**src/rtl/lcd_nibble_ctrl.sv**
```systemverilog
// lcd_nibble_ctrl: HD44780 4-bit interface controller. Runs the power-on nibble init and
// config bytes, then sends one requested byte at a time as two timed E strobes.
`timescale 1ns/1ps
`default_nettype none

module lcd_nibble_ctrl #(
  parameter int unsigned T_PWRUP = 750000,
  parameter int unsigned T_INIT1 = 205000,
  parameter int unsigned T_INIT2 = 5000,
  parameter int unsigned T_INIT3 = 2000,
  parameter int unsigned T_SETUP = 2,
  parameter int unsigned T_PULSE = 12,
  parameter int unsigned T_HOLD  = 1,
  parameter int unsigned T_NIB   = 50,
  parameter int unsigned T_CMD   = 2000,
  parameter int unsigned T_CLR   = 82000,
  parameter int unsigned CNT_W   = 20
) (
  input  logic       clk,
  input  logic       reset,
  input  logic       req_valid,
  output logic       req_ready,
  input  logic       req_rs,
  input  logic [7:0] req_data,
  output logic       init_done,
  output logic       lcd_rs,
  output logic       lcd_rw,
  output logic       lcd_e,
  output logic       lcd_4,
  output logic       lcd_5,
  output logic       lcd_6,
  output logic       lcd_7
);

  localparam logic [CNT_W-1:0] L_PWRUP = CNT_W'(T_PWRUP - 1);
  localparam logic [CNT_W-1:0] L_INIT1 = CNT_W'(T_INIT1 - 1);
  localparam logic [CNT_W-1:0] L_INIT2 = CNT_W'(T_INIT2 - 1);
  localparam logic [CNT_W-1:0] L_INIT3 = CNT_W'(T_INIT3 - 1);
  localparam logic [CNT_W-1:0] L_SETUP = CNT_W'(T_SETUP - 1);
  localparam logic [CNT_W-1:0] L_PULSE = CNT_W'(T_PULSE - 1);
  localparam logic [CNT_W-1:0] L_HOLD  = CNT_W'(T_HOLD - 1);
  localparam logic [CNT_W-1:0] L_NIB   = CNT_W'(T_NIB - 1);
  localparam logic [CNT_W-1:0] L_CMD   = CNT_W'(T_CMD - 1);
  localparam logic [CNT_W-1:0] L_CLR   = CNT_W'(T_CLR - 1);

  typedef enum logic [3:0] {
    PWRUP, INIT_NIB, INIT_WAIT, IDLE, HI_SETUP, HI_PULSE,
    HI_HOLD, NIB_GAP, LO_SETUP, LO_PULSE, LO_HOLD, POST_WAIT
  } state_t;

  state_t           state_q;
  logic [CNT_W-1:0] cnt_q;
  logic [1:0]       idx_q;
  logic             nib_phase_q;
  logic [7:0]       byte_q;
  logic             rs_q;
  logic             e_q;
  logic [3:0]       nib_q;
  logic             ready_q;
  logic             done_q;
  logic [7:0]       cfg_next;

  function automatic logic [7:0] cfg_byte(input logic [1:0] i);
    case (i)
      2'd0:    cfg_byte = 8'h28;
      2'd1:    cfg_byte = 8'h06;
      2'd2:    cfg_byte = 8'h0C;
      default: cfg_byte = 8'h01;
    endcase
  endfunction

  function automatic logic [CNT_W-1:0] init_wait(input logic [1:0] i);
    case (i)
      2'd0:    init_wait = L_INIT1;
      2'd1:    init_wait = L_INIT2;
      default: init_wait = L_INIT3;
    endcase
  endfunction

  // idx_q is shared: init-nibble index, then config-byte index (3 wraps to 0 = first config byte)
  assign cfg_next = cfg_byte(idx_q + 2'd1);

  always_ff @(posedge clk or negedge reset) begin
    if (!reset) begin
      state_q     <= PWRUP;
      cnt_q       <= L_PWRUP;
      idx_q       <= 2'd0;
      nib_phase_q <= 1'b1;
      byte_q      <= 8'h00;
      rs_q        <= 1'b0;
      e_q         <= 1'b0;
      nib_q       <= 4'h0;
      ready_q     <= 1'b0;
      done_q      <= 1'b0;
    end else if (state_q != IDLE && cnt_q != '0) begin
      cnt_q <= cnt_q - CNT_W'(1);
    end else begin
      case (state_q)
        PWRUP: begin
          state_q <= INIT_NIB;
          cnt_q   <= L_SETUP;
          nib_q   <= 4'h3;
          rs_q    <= 1'b0;
        end
        INIT_NIB, HI_SETUP: begin
          state_q <= HI_PULSE;
          cnt_q   <= L_PULSE;
          e_q     <= 1'b1;
        end
        HI_PULSE: begin
          state_q <= HI_HOLD;
          cnt_q   <= L_HOLD;
          e_q     <= 1'b0;
        end
        HI_HOLD: begin
          state_q <= nib_phase_q ? INIT_WAIT : NIB_GAP;
          cnt_q   <= nib_phase_q ? init_wait(idx_q) : L_NIB;
        end
        INIT_WAIT: begin
          idx_q <= idx_q + 2'd1;
          cnt_q <= L_SETUP;
          if (idx_q != 2'd3) begin
            state_q <= INIT_NIB;
            nib_q   <= (idx_q == 2'd2) ? 4'h2 : 4'h3;
          end else begin
            state_q     <= HI_SETUP;
            nib_phase_q <= 1'b0;
            byte_q      <= cfg_next;
            nib_q       <= cfg_next[7:4];
          end
        end
        NIB_GAP: begin
          state_q <= LO_SETUP;
          cnt_q   <= L_SETUP;
          nib_q   <= byte_q[3:0];
        end
        LO_SETUP: begin
          state_q <= LO_PULSE;
          cnt_q   <= L_PULSE;
          e_q     <= 1'b1;
        end
        LO_PULSE: begin
          state_q <= LO_HOLD;
          cnt_q   <= L_HOLD;
          e_q     <= 1'b0;
        end
        LO_HOLD: begin
          state_q <= POST_WAIT;
          // clear/home commands need the long execution delay
          cnt_q   <= (!rs_q && (byte_q == 8'h01 || byte_q == 8'h02 || byte_q == 8'h03))
                     ? L_CLR : L_CMD;
        end
        POST_WAIT: begin
          if (!done_q && idx_q != 2'd3) begin
            state_q <= HI_SETUP;
            cnt_q   <= L_SETUP;
            idx_q   <= idx_q + 2'd1;
            byte_q  <= cfg_next;
            nib_q   <= cfg_next[7:4];
            rs_q    <= 1'b0;
          end else begin
            state_q <= IDLE;
            ready_q <= 1'b1;
            done_q  <= 1'b1;
          end
        end
        IDLE: begin
          if (req_valid && ready_q) begin
            state_q <= HI_SETUP;
            cnt_q   <= L_SETUP;
            byte_q  <= req_data;
            rs_q    <= req_rs;
            nib_q   <= req_data[7:4];
            ready_q <= 1'b0;
          end
        end
        default: begin
          state_q <= PWRUP;
          cnt_q   <= L_PWRUP;
        end
      endcase
    end
  end

  assign req_ready = ready_q;
  assign init_done = done_q;
  assign lcd_rs    = rs_q;
  assign lcd_rw    = 1'b0;
  assign lcd_e     = e_q;
  assign lcd_4     = nib_q[0];
  assign lcd_5     = nib_q[1];
  assign lcd_6     = nib_q[2];
  assign lcd_7     = nib_q[3];

endmodule

`default_nettype wire

```
**config.mk**
```make
export PLATFORM = sky130hd
export DESIGN_NAME = lcd_nibble_ctrl
export DESIGN_NICKNAME = d
export VERILOG_FILES = /design/src/rtl/lcd_nibble_ctrl.sv
export SDC_FILE = /design/constraint.sdc
export NUM_CORES = 1
export LEC_CHECK = 0
export CAP_MARGIN = 20
export CORE_ASPECT_RATIO = 1.2
export CORE_UTILIZATION = 55
export CTS_CLUSTER_SIZE = 40
export DETAILED_ROUTE_END_ITERATION = 16
export DONT_BUFFER_PORTS = 1
export PLACE_DENSITY = 0.77
export SKIP_CTS_REPAIR_TIMING = 1
export SLEW_MARGIN = 15
export SYNTH_ARGS = -nofsm -noshare
export SYNTH_HDL_FRONTEND = slang
export SYNTH_SLANG_ARGS = --single-unit
```
**constraint.sdc**
```tcl
create_clock -name clk -period 2.2 [get_ports clk]
set_input_delay 0.44 -clock clk [delete_from_list [all_inputs] [get_ports clk]]
set_output_delay 0.44 -clock clk [all_outputs]
set_load 0.05 [all_outputs]
```
==> key figures <==
Layout
  • Synth-to-layout area growth: 23.16%
  • Share of cells above drive strength 1: 31.89%
  • Net count, final: 411
  • Layout Utilization: 70.32%
  • Antenna diode count: 0

Floorplanning
  • I/O Pins: 21
  • Row count: 29
  • Die area: 0.005763 mm^2
  • Starting Density: 57.10%
  • Die Height: 82.96 um
  • Die X-Extent: 69.47 um
  • Core area: 0.005261 mm^2

Worst setup path
  • Crit Path Class: reg -> reg
  • Max FO, Critical Path: 5
  • CP endpoint kind: register
  • CP startpoint kind: register
  • WP data required: 2400 ps
  • Crit path DAT: 2440 ps

Pwr
  • Leak: 1.605 nW
  • PD cells: 367.0 mW/mm^2
  • Final Total Pwr: 1.358 mW
  • IR drop worst, VDD: 0.4613 mV

Yosys
  • Syn. warnings: 0
  • Post-synth cell types: 66
  • Sequential area share after synthesis: 36.40%
  • Largest cells by area after synthesis: dfrtp_1, dfstp_2, o21ai_0
  • Largest family of logic cells by synthesized area: simple AND/OR/NAND/NOR gates
  • Post-synth EDFFs: 0
  • Syn nets: 363
  • Post-synthesis simple-gate area fraction: 26.03%
  • Primary FF master, synth: dfrtp_1
  • Mapped Avg Cell Area: 8.758 um^2
  • Commonest cells in the netlist: dfrtp_1, nand2_1, nor2_1
  • Post-synth top area share: 24.16%
  • Synth Cell Area: 0.003004 mm^2
  • XOR/XNOR Fraction of Synth Area: 1.166%
  • Share of synthesized registers carrying an async set or reset: 100.0%
  • Area leader, netlist: dfrtp_1
  • Mux contribution to synthesized area: 4.748%
  • Adder-cell area share of the yosys netlist: 3.332%
  • #FFs+latches synth: 43
  • Synth Area in Compound Gates: 23.07%
  • Mapped Cells: 343

Placed design
  • Dpl hpwl: 6462 um
  • Port Buffers: 0
  • Routability-driven placement congestion ratio: 0.9467

Job
  • Max_cap viols: 0

Status
  • Failing checks: setup timing
  • Status: complete, but fails checks

Detailed routing
  • Routed wire length: 8891 um
  • Via count: 3038
  • DR WL/cell: 19.58 um
  • Antenna Nets Post-Route: 0
  • DRC errors left: 0
  • First-pass DRT Iterations: 5
  • DR iter-0 viols: 250
  • Vias per cell: 6.692

STA
  • Min Tclk post-route: 2243 ps
  • Final TNS setup: -178.6 ps
  • Final worst slack: -42.97 ps
  • Max Clock Skew: 4.757 ps
  • RSZ-0062 raised after global routing: true
  • Fmax: 445.8 MHz
  • Fin crit share: 102.0%
  • Endpoints failing hold: 0
  • Slew margin rel.: 66.22%
  • Max-slew violations: 0
  • Setup-failing EPs final: 12
  • Hold slack: 269.7 ps
  • Worst slew pin tran: 502.9 ps

Global route
  • First-pass GRT wire length: 14040 um
  • Remaining Overflow, GRT: 0
  • Tot GR Track Use: 30.70%
  • Vias in the first global route: 2928
  • Initial antenna violation count: 0
  • Largest net degree at the start of global routing: 44

CTS
  • Clock sinks: 43
  • Clk slew on worst S/H paths: 90 ps
  • CTS tree: done
  • Clock insertion delay at the later pin of the skew report: 310 ps
  • Clk buf depth: 2
  • CTS buffer count: 5
  • Clock root buffer: clkbuf_8
  • H-tree depth: 2

Worst hold path
  • HP Class: in -> reg
metal layers:
metal  GRT usage (%)  up-vias  share of wire [%]
li1                -     1377                  -
met1           36.02     1459                 38
met2           53.75      146                 50
met3           5.583       56                6.5
met4           14.29        0                5.4
met5               0        -                  0
power breakdown:
group | switching [mW] | internal [mW] | total (mW)
Clock | 0.312 | 0.227 | 0.540
Sequential | 0 | 0.791 | 0.791
Combinational | 0.0199 | 0.00698 | 0.0269
Total | 0.332 | 1.03 | 1.36
final timing paths:
path,end,cells past startpoint,start,slack [ps]
hold reg to reg,cnt_q[7],2,cnt_q[7],510
hold / removal,lcd_rs,2,req_rs,270
max in group asynchronous,cnt_q[17],2,reset,1320
setup reg to reg,idx_q[1],6,cnt_q[15],-40
setup / recovery,idx_q[1],6,cnt_q[15],-40
min in group asynchronous,cnt_q[9],2,reset,620
worst max-delay path, cell delays in order (launching register included):
cell and delay (ps):
dfrtp_1 420, or4_4 530, nor3_4 230, a21oi_4 130
nor4_2 340, buf_4 170, mux2_2 320
final cells by class:
class / instances / area [um^2]
clock buffer: 5 / 68.82
timing repair buffer: 66 / 556.8
inverter: 9 / 33.78
tap: 62 / 77.57
clock inverter: 3 / 23.77
sequential: 43 / 1094
multi-input combinational: 266 / 1846
fill: 412 / 1562
cells by family after synthesis:
| group | count (synthesis) |
|---|---|
| other | 1 |
| muxes | 13 |
| xor gates and xnor gates | 4 |
| buffers and inverters | 34 |
| and+or+nand+nor | 141 |
| DFF | 43 |
| AOI/OAI and AO/OA | 99 |
| adders and majority gates | 8 |
registers in the layout (all words and copies together) (netlist names):
signal	flops
req_ready	1
lcd_rs	1
cnt_q	20
nib_q	4
state_q	4
idx_q	2
init_done	1
byte_q	8
nib_phase_q	1
lcd_e	1
metrics by stage:
step	instance area, um^2	setup WS, ps	cells
3_5_place_dp	3431	-62.49	440
5_1_grt	3700	-94.42	454
2_1_floorplan	3009	-83.94	343
6_report	3700	-42.97	454
3_3_place_gp	3431	-28.66	440
4_1_cts	3523	-82.58	448
placed cells by master (no fill, tap or decap), drive strengths merged, types with 3 or more instances in the layout:
cell / count
buf: 65
dfrtp: 29
nand2: 29
nor2: 28
o21ai: 25
nor3: 19
a21oi: 17
dfstp: 14
nor4: 12
inv: 10
mux2: 10
nand3: 9
a31oi: 9
ha: 8
nor2b: 6
nand2b: 6
a22o: 6
nand4: 5
or2: 5
clkbuf: 5
or3: 5
a211oi: 4
a221o: 4
a2bb2oi: 4
or4: 3
xor2: 3
o211ai: 3
a211o: 3
mux2i: 3
o31ai: 3
(Power assumes the default switching activity.)
